===== src/rtl/operand_frame_loader.sv =====
// Assembles 3-byte frames (command, operand A, operand B) from a valid/ready byte
// stream and issues one-cycle load enables to the downstream add/subtract registers.
module operand_frame_loader #(
  parameter int unsigned GAP   = 2,
  parameter int unsigned CNT_W = 8
) (
  input  logic             clk,
  input  logic             rst_n,
  input  logic [7:0]       in_data,
  input  logic             in_valid,
  output logic             in_ready,
  output logic [7:0]       d1,
  output logic [7:0]       d2,
  output logic             ld1,
  output logic             ld2,
  output logic             busy,
  output logic             err,
  output logic [CNT_W-1:0] frame_cnt
);

  typedef enum logic [2:0] {IDLE, OPA, OPB, ISSUE, GAPW} state_t;

  // Reload value for the gap counter; GAPW lasts GAP cycles counting down to zero.
  localparam logic [3:0] GAP_LAST = (GAP > 0) ? 4'(GAP - 1) : 4'd0;

  state_t     state, state_nxt;
  logic [1:0] cmd;
  logic [7:0] a_stage;
  logic [3:0] gap_cnt;
  logic       xfer;
  logic       take_cmd, take_a, take_b, bad_cmd;

  assign in_ready = (state == IDLE) || (state == OPA) || (state == OPB);
  assign busy     = (state != IDLE);
  assign xfer     = in_valid && in_ready;

  always_comb begin
    state_nxt = state;
    take_cmd  = 1'b0;
    take_a    = 1'b0;
    take_b    = 1'b0;
    bad_cmd   = 1'b0;
    case (state)
      IDLE: begin
        if (xfer) begin
          if (in_data[1:0] == 2'b00) begin
            bad_cmd = 1'b1;
          end else begin
            take_cmd  = 1'b1;
            state_nxt = OPA;
          end
        end
      end
      OPA: begin
        if (xfer) begin
          take_a    = 1'b1;
          state_nxt = OPB;
        end
      end
      OPB: begin
        if (xfer) begin
          take_b    = 1'b1;
          state_nxt = ISSUE;
        end
      end
      ISSUE:   state_nxt = (GAP > 0) ? GAPW : IDLE;
      GAPW: begin
        if (gap_cnt == 4'd0) state_nxt = IDLE;
      end
      default: state_nxt = IDLE;
    endcase
  end

  always_ff @(posedge clk) begin
    if (!rst_n) begin
      state     <= IDLE;
      cmd       <= '0;
      a_stage   <= '0;
      gap_cnt   <= '0;
      d1        <= '0;
      d2        <= '0;
      ld1       <= 1'b0;
      ld2       <= 1'b0;
      err       <= 1'b0;
      frame_cnt <= '0;
    end else begin
      state <= state_nxt;
      err   <= bad_cmd;
      // Load enables are derived from the accept edge, so they self-clear after ISSUE.
      ld1   <= take_b && cmd[0];
      ld2   <= take_b && cmd[1];
      if (take_cmd) cmd <= in_data[1:0];
      if (take_a)   a_stage <= in_data;
      if (take_b) begin
        d1        <= a_stage;
        d2        <= in_data;
        frame_cnt <= frame_cnt + CNT_W'(1);
      end
      if (state == ISSUE) begin
        gap_cnt <= GAP_LAST;
      end else if ((state == GAPW) && (gap_cnt != 4'd0)) begin
        gap_cnt <= gap_cnt - 4'd1;
      end
    end
  end

endmodule

===== config.mk =====
export PLATFORM = sky130hd
export DESIGN_NAME = operand_frame_loader
export DESIGN_NICKNAME = d
export VERILOG_FILES = /design/src/rtl/operand_frame_loader.sv
export SDC_FILE = /design/constraint.sdc
export NUM_CORES = 1
export LEC_CHECK = 0
export CORE_ASPECT_RATIO = 0.9
export CORE_MARGIN = 2
export CORE_UTILIZATION = 49
export CTS_CLUSTER_SIZE = 12
export DETAILED_ROUTE_END_ITERATION = 8
export PLACE_DENSITY = 0.86
export SETUP_SLACK_MARGIN = 0.5
export SLEW_MARGIN = 20
export SYNTH_ARGS = -nofsm -noshare
export SYNTH_HDL_FRONTEND = slang
export SYNTH_SLANG_ARGS = --single-unit

===== constraint.sdc =====
create_clock -name clk -period 2.3 [get_ports clk]
set_clock_uncertainty 0.2 [all_clocks]
set_input_delay 0.345 -clock clk [delete_from_list [all_inputs] [get_ports clk]]
set_output_delay 0.345 -clock clk [all_outputs]
set_load 0.02 [all_outputs]

Word level (Yosys, flattened, before mapping)
Cells that the tools add are included.
- bits in registers: 44
- bits of input ports: 11
- output and inout bits: 29
- word-level logic and storage cells: 53
- add/sub/neg operators: 2
- eq/ne operators: 9
- muxes and demuxes: 15
- bitwise gates (word level): 1
- reduce and logical (&&, ||, !) cells: 15
- operator list (cell ; count):
    3-bit 2-to-1 mux ; 5
    3-bit one-hot mux with 5 select lines ; 1
    2-bit inequality test (second input constant) ; 5
    1-bit 2-to-1 mux ; 9
    8-bit by 1-bit adder with 8-bit output (second input constant) ; 1
    3-bit by 2-bit == test with 1-bit output (second input constant) ; 2
    5-bit AND reduction ; 1
    1-bit logical AND ; 4
    4-bit zero test ; 1
    4-bit nonzero test ; 1
    4-bit by 1-bit subtractor with 4-bit output (second input constant) ; 1
    3-bit by 1-bit == test with 1-bit output (second input constant) ; 1
    3-bit == test (second input constant) ; 1
    3-bit zero test ; 1
    3-bit AND reduction ; 1
    3-bit nonzero test ; 1
    2-bit zero test ; 1
    1-bit logical OR ; 2
    2-bit nonzero test ; 1
    2-bit OR reduction ; 1
    1-bit NOT ; 1

Longest topological paths before layout
Gate-level depths: netlist of the first run.
- word-level depth: 7
- mapped depth: 5
- depth with buffers taken out: 5

Worst setup path after synthesis of the first run
No wires, ideal clock.
- kind: register to register
- start: register state[2]
- end: register gap_cnt[3]
- library setup time: 70 ps
- arrival time: 1392 ps
- data required time: 2030 ps
- setup slack: 638 ps
- cell stages (with the launch flop): 5
- path buffers: 1
- clock period less this slack: 1662 ps
- cell sequence: dfxtp_1 -> buf_4 -> or3b_4 -> or4_1 -> a21oi_1
- cells in the longest elaborated chain, start to end: 2
- elaborated cells on any way between the ends: 4
- those cells by class: eq/ne (2); reduce/logical (2)
- RTL lines (item ; RTL line ; RTL):
    start, declared ; 26 ; state_t state, state_nxt;
    start signal, assigned ; 87 ; state <= state_nxt;
    3-bit by 2-bit == test with 1-bit output / 3-bit == test (equally long branches) ; 99, 101 ;
    2-bit OR reduction (no source line) / 1-bit logical AND (equally long branches) ; n/a ;
    end signal, assigned ; 102 ; gap_cnt <= gap_cnt - 4'd1;
    end, declared ; 29 ; logic [3:0] gap_cnt;
Several ways; a longest one is shown, not always the timed one.
A chain may end at the register's enable or synchronous reset.

Worst setup path in the final report of the first run
- start: register d2[7]
- end: output d2[7]
- RTL lines (item ; RTL line ; RTL):
    start, declared ; 13 ; output logic [7:0] d2,
    start signal, assigned ; 96 ; d2 <= in_data;
No word-level cell between the ends.

==> results of run 1 <==
[Yosys cell counts (2+ instances only)]
cell / number / area share [%]
nand2b_1: 3 / 1.1
nand3b_1: 2 / 0.86
and3_1: 2 / 0.72
nor4_1: 2 / 0.72
or3_1: 5 / 1.8
inv_1: 6 / 1.3
nand2_1: 41 / 8.8
ha_1: 2 / 1.4
o21ai_0: 8 / 2.3
o31ai_1: 2 / 0.86
dfxtp_1: 44 / 50
nand3_1: 4 / 1.1
and4bb_2: 2 / 1.4
nor2_1: 11 / 2.4
or4_1: 4 / 1.7
nor3b_1: 2 / 0.86
a21oi_1: 30 / 8.6
buf_2: 4 / 1.1
mux2i_1: 10 / 5.7
clkbuf_1: 7 / 1.5
[final cells by class]
class                      count  share of cell area (%)
sequential                    44                    38.2
multi-input combinational    139                    34.5
timing repair buffer          44                    19.7
clock buffer                   7                    4.13
tap                           44                    2.36
inverter                       7                    1.13
[state kept, by name, summed over array words and instances, names as in the netlist]
signal,cells
a_stage,8
cmd,2
d1,8
d2,8
err,1
frame_cnt,8
gap_cnt,4
ld1,1
ld2,1
state,3
[layer usage]
metal	routed length, microns	GRT usage, %
met4	44	7.00
met2	1820	35.4
met1	1690	24.8
met3	211	5.57
met5	0	0
[path summary, 6_finish.rpt]
kind | startpoint | depth (start not counted) | end
worst max-delay path | d2[7]$_SDFFE_PN0P_ | 1 | d2[7]
worst min-delay path | d1[2]$_SDFFE_PN0P_ | 2 | d1[2]$_SDFFE_PN0P_
worst max register to register | state[2]$_SDFFE_PN0P_ | 4 | frame_cnt[6]$_SDFFE_PN0P_
worst min register to register | d1[2]$_SDFFE_PN0P_ | 2 | d1[2]$_SDFFE_PN0P_
[through the flow]
| stage | std cells | hold WS [ns] | total power, mW | setup slack [ns] |
|---|---|---|---|---|
| after floorplan | 202 | 0.223 | 0.865 | 0.638 |
| after global placement | 277 | 0.241 | 0.913 | 0.227 |
| after detailed placement | 277 | 0.249 | 0.916 | 0.171 |
| after CTS | 285 | 0.259 | 1.43 | 0.432 |
| after global routing | 285 | 0.268 | 1.46 | 0.483 |
| final | 285 | 0.258 | 1.41 | 0.531 |
[kinds of logic after synthesis]
family / count (synthesis)
adder cells (fa/ha/maj): 2
AND/OR/NAND/NOR: 83
AO/OA/AOI/OAI: 43
multiplexers: 10
XOR/XNOR: 1
flip-flops: 44
buffers and inverters: 19
[power by group through the flow]
stage	combinational, mW	clock (mW)	sequential [mW]
after global placement	0.107	0	0.806
after CTS	0.113	0.524	0.790
after global routing	0.123	0.546	0.792
final	0.111	0.511	0.789
after floorplan	0.0605	0	0.804
after detailed placement	0.109	0	0.807
[repair_timing]
item                       4_1_cts  5_1_grt
setup endpoints to repair       20       14
pin swaps                        0        0
gates cloned                     1        0
resized for setup               23       12
==> key figures, run 1 <==
Floorplan
  • Die width: ~67 microns
  • Initial Util: approximately 51%
  • CORE AREA: 3400 sq um
  • # rows: 20
  • # IOs: 40
  • Die ar.: between 4000 and 5000 sq um
  • Die height: 60.7 microns

Worst setup path
  • Crit-path cells: clkdlybuf4s50_1
  • Flop2flop setup slack: 0.57 ns
  • Delay-heaviest family, CP: buffers and inverters
  • Critical path's slowest cell: clkdlybuf4s50_1
  • Worst path max stage delay: 0.60 ns
  • Max FO, Critical Path: 2
  • WP buf/inv: 1
  • WP data arrival: 1.22 ns
  • Worst Setup Start Kind: flip-flop
  • CP Data Required Time: 1.75 ns
  • WS Path Type: flip-flop to output port
  • Setup crit end kind: output port

Pwr
  • Leakage: 1.04 nW
  • Internal power: 1.10 mW
  • Max VDD drop: 415 uV
  • Sequential Power Share: 55.9%
  • Power density over the cells: 605 nW/um^2
  • Clock Power Share: 36.2%
  • Sw frac: 22.3%
  • Switch Pwr: 0.315 mW
  • Combinational power share: under 10%

Timing
  • Headroom to the max-slew limit: just under 70%
  • Final Cycle Share: 76.9%
  • Worst-Margin Slew: 0.457 ns
  • Final Max Slew Viols: 0
  • Min cycle time layout: roughly 1.8 ns
  • Fin Setup TNS: 0 ns
  • RSZ-0062 raised after global routing: yes
  • Final setup viols: 0
  • Max Fclk: 565 MHz
  • Final Hold Viols: 0

Yosys
  • Post-synth EDFFs: 0
  • Main synth FF type: dfxtp_1
  • Synth Register Bits: 44
  • Syn avg cell area: 8.66 sq um
  • Compound-cell area share of the yosys netlist: 13.1%
  • Seq/Total Area, Yosys: 50.4%
  • Distinct cells, synth: 31
  • Ys Warns: 0
  • Largest family of logic cells by synthesized area: simple AND/OR/NAND/NOR gates
  • Synth Area in Adders: 1.43%
  • Asr flop ratio synth: 0%
  • Post-synthesis xor/xnor area fraction: 0.501%
  • Syn Nets: 215
  • Simple-gate share of the synthesized area: between 20% and 30%
  • Post-synthesis mux area share: 5.72%
  • Mapped Cells: approximately 200
  • Post-synthesis instance area: 1750 sq um

Layout
  • Share of cells above drive strength 1: about 8.7%
  • Nets: approximately 250
  • Sequential cell area: 890 sq um
  • Synthesis-to-finish area growth: 33.3%
  • Diode count: 0
  • Commonest cells after routing, fill and taps aside: nand2_1, dfxtp_1, a21oi_1
  • Final core utilization: about 70%
  • Area of the multi-input gates: 805 sq um
  • Design area: 2330 sq um
  • # fillers: 283

Clock tree
  • Postcts setup bufs: 0
  • Clock buffer count from CTS: 5
  • Cts hold-fix bufs: 0
  • Clk root buf: clkbuf_8
  • Clock latency at the later pin of the worst-skew pair: 0.29 ns
  • CTS sink cnt: between 40 and 50
  • Total number of H-tree levels: 2
  • Clock transition at path regs: 0.07 ns
  • CTS tree: built
  • Clock buffer depth: 2

Drt
  • Pre-antenna DRT Iters: 5
  • Routed vias/inst: 5.36
  • Final WL: 3760 microns
  • Routed vias: 1528
  • Number of routed nets with antenna violations: 0
  • DR DRC count: 0
  • Initial drt markers: 89
  • Wire length per cell: between 10 and 15 microns

GRT
  • Largest net degree at the start of global routing: 23
  • First-pass GRT wire length: 6150 microns
  • Grt ovf: 0
  • Vias in the first global route: 1368
  • Initial antenna violation count: 0
  • Total track usage: between 20 and 25%

Placed design
  • IO Port Bufs: 39
  • Routability cong.: 0.851
  • Placed cell areas: 2180 sq um
  • Post-DP HPWL: ~2500 microns

Hold path
  • HP Class: flip-flop to flip-flop

Run status
  • Run status: finished clean

Run
  • Max-capacitance violation count: 0
Power figures use the tool's default switching activity.
==> run 2, diff against run 1 <==
==> constraint.sdc (replaced) <==
create_clock -name clk -period 1.7 [get_ports clk]
set_clock_uncertainty 0.2 [all_clocks]
set_input_delay 0.255 -clock clk [delete_from_list [all_inputs] [get_ports clk]]
set_output_delay 0.255 -clock clk [all_outputs]
set_load 0.02 [all_outputs]
==> run 2 against run 1 <==
The run now ends with setup timing left. Combinational power is 150% higher. Routed wire length is 100% higher. Via count is 32% higher. First-iteration DRC count is 98% higher. Flip-flop and latch count stayed put. Sequential power is 34% higher. Hold slack worse by 0.036 ns. Global-route usage is 7.0 points higher. Power is 52% higher. Register-to-register slack worse by 0.63 ns. Core utilization is 24 points higher. Final cell count is 15% higher. Critical endpoint is now gap_cnt[3]$_SDFFE_PP0P_.
==> key figures, run 2 (synthesis gave the netlist of run 1 again) <==
Run status
  • Run status: complete, but fails checks
  • Failing checks: setup timing

Layout
  • Share of cells above drive strength 1: 64.4% (+56 points)
  • Diode count: 0 (unchanged)
  • Nets: 296 (+17%)
  • Synthesis-to-finish area growth: 80.8%
  • Final core utilization: 92.9% (+24 points)
  • Non-Filler Instances: 328 (+15%)
  • Leading cell type in the layout, fill and taps excluded: buf_6
  • # fillers: 103 (-64%)
  • Commonest cells after routing, fill and taps aside: buf_6, buf_4, dfxtp_2

Timing
  • Fin Setup TNS: -0.0988 ns (-0.0988 ns)
  • Final Max Slew Viols: 0 (unchanged)
  • Max Fclk: 569 MHz
  • Final setup viols: 4 (+4)
  • Final Hold Viols: 0 (unchanged)
  • Headroom to the max-slew limit: 65.9% (-3.2 points)
  • Final Cycle Share: 103%
  • Final WS setup: -0.0561 ns (-0.587 ns)
  • RSZ-0062 raised after global routing: yes
  • Worst-Margin Slew: 0.511 ns (+0.0540 ns)
  • Min cycle time layout: 1.76 ns

Pwr
  • Leakage: 1.21 nW (+17%)
  • Power density over the cells: 678 nW/um^2 (+12%)
  • Max VDD drop: 1180 uV (+180%)
  • Combinational power share: 12.7% (+4.8 points)
  • Sequential Power Share: 49.4% (-6.5 points)
  • Switch Pwr: 0.537 mW (+70%)
  • Internal power: 1.61 mW (+47%)
  • Design Power: 2.15 mW (+52%)
  • Clock Power Share: 37.9% (+1.7 points)
  • Sw frac: 25.0% (+2.7 points)

Floorplan
  • Initial Util: 51.4% (unchanged)
  • Die height: 60.7 microns (unchanged)
  • Die width: 67.0 microns (unchanged)
  • # IOs: 40 (unchanged)
  • Die ar.: 4060 sq um (unchanged)
  • # rows: 20 (unchanged)
  • CORE AREA: 3400 sq um (unchanged)

Worst setup path
  • Flop2flop setup slack: -0.06 ns (-0.63 ns)
  • Max FO, Critical Path: 4 (+2)
  • Worst Reg-to-Reg Cells: 4 (unchanged)
  • Setup crit end kind: flip-flop
  • WP data arrival: 1.79 ns (+0.57 ns)
  • WS Path Type: flip-flop to flip-flop
  • Worst Setup Start Kind: flip-flop
  • CP Data Required Time: 1.74 ns (about the same)
  • Origin of the critical flop-to-flop path: state[0]$_SDFFE_PN0P_
  • Reg-to-reg endpoint: gap_cnt[3]$_SDFFE_PP0P_

Clock tree
  • Clock buffer count from CTS: 5 (unchanged)
  • Clk root buf: clkbuf_8
  • CTS tree: built
  • Cts hold-fix bufs: 0 (unchanged)
  • Clock latency at the later pin of the worst-skew pair: 0.31 ns (+0.02 ns)
  • Clock transition at path regs: 0.08 ns (about the same)
  • Total number of H-tree levels: 2 (unchanged)
  • Clock buffer depth: 2 (unchanged)
  • CTS sink cnt: 44 (unchanged)

Placed design
  • DP Cell Count: 288 (+4.0%)
  • Routability cong.: 0.797 (-6.4%)
  • Post-DP HPWL: 2640 microns (+4.6%)
  • IO Port Bufs: 39 (unchanged)

GRT
  • Largest net degree at the start of global routing: 36 (+57%)
  • Most Crowded Layer GR: met2
  • Vias in the first global route: 1665 (+22%)
  • M1 GR Usage: 33.4% (+8.5 points)
  • M3 GR Usage: 6.12% (+0.56 points)
  • Initial antenna violation count: 0 (unchanged)
  • Total track usage: 27.5% (+7.0 points)
  • Grt ovf: 0 (unchanged)
  • First-pass GRT wire length: 8080 microns (+31%)
  • Grt met2 use: 47.6% (+12 points)

Drt
  • Initial drt markers: 176 (+98%)
  • Routed vias: 2013 (+32%)
  • Routed vias/inst: 6.14 (+14%)
  • Final WL: 7680 microns (+100%)
  • Wire length per cell: 23.4 microns (+77%)
  • DR DRC count: 0 (unchanged)
  • Number of routed nets with antenna violations: 0 (unchanged)
  • Pre-antenna DRT Iters: 4 (-1)

Run
  • Max-capacitance violation count: 0 (unchanged)

Hold path
  • HP Class: primary input to flip-flop
  • Worst Hold End: d2[0]$_SDFFE_PN0P_
  • Min-Delay Path Depth: 3 (+1)
  • Min-delay src: in_data[0]
[run 2: timing repair]
action | CTS | global route
setup buffers | 15 | 14
gates resized for setup | 210 | 74
pin swaps | 11 | 10
setup endpoints to repair | 72 | 72
cloned | 1 | 2
[run 2: worst max-delay path by stage]
stage	from	end	cells past startpoint
after global routing	state[0]$_SDFFE_PN0P_	gap_cnt[3]$_SDFFE_PP0P_	4
after floorplan	state[2]$_SDFFE_PN0P_	gap_cnt[2]$_SDFFE_PP0P_	4
after CTS	state[0]$_SDFFE_PN0P_	gap_cnt[3]$_SDFFE_PP0P_	4
final	state[0]$_SDFFE_PN0P_	gap_cnt[3]$_SDFFE_PP0P_	4
after detailed placement	in_valid	frame_cnt[6]$_SDFFE_PN0P_	4
after global placement	in_valid	frame_cnt[6]$_SDFFE_PN0P_	4
[run 2: power by group through the flow]
stage                     clock network (mW)  logic (mW)  registers [mW]
after floorplan                            0      0.0959            1.09
after global placement                     0       0.176            1.08
final                                  0.813       0.273            1.06
after CTS                              0.788       0.203            1.06
after detailed placement                   0       0.180            1.08
after global routing                   0.848       0.280            1.06
[run 2: through the flow]
| step | cell area [sq um] | setup slack (ns) | hold slack [ns] |
|---|---|---|---|
| after detailed placement | 2380 | -0.292 | 0.248 |
| after global routing | 3160 | -0.0789 | 0.233 |
| after global placement | 2380 | -0.182 | 0.242 |
| after floorplan | 1910 | 0.142 | 0.133 |
| final | 3160 | -0.0561 | 0.222 |
| after CTS | 2730 | 0.0302 | 0.200 |
[run 2: layer usage]
metal | wire (microns) | up-vias
li1 | - | 858
met1 | 2910 | 975
met2 | 3850 | 142
met3 | 552 | 38
met4 | 370 | 0
met5 | 0 | -
[run 2: area by class of cell]
| cell class | instances | area (sq um) | area share (%) |
|---|---|---|---|
| multi-input cells | 139 | 1140 | 36.1 |
| flip-flops and latches | 44 | 941 | 29.8 |
| repair buffers | 86 | 890 | 28.1 |
| clock buffers | 6 | 72.6 | 2.30 |
| well taps | 44 | 55.1 | 1.74 |
| clock inverters | 2 | 35.0 | 1.11 |
| inverters | 7 | 26.3 | 0.831 |
[run 2: critical path: stages (launching register included)]
cell,delay (ns)
dfxtp_4,0.37
buf_6,0.12
or3b_4,0.41
or4_4,0.43
a21oi_2,0.16
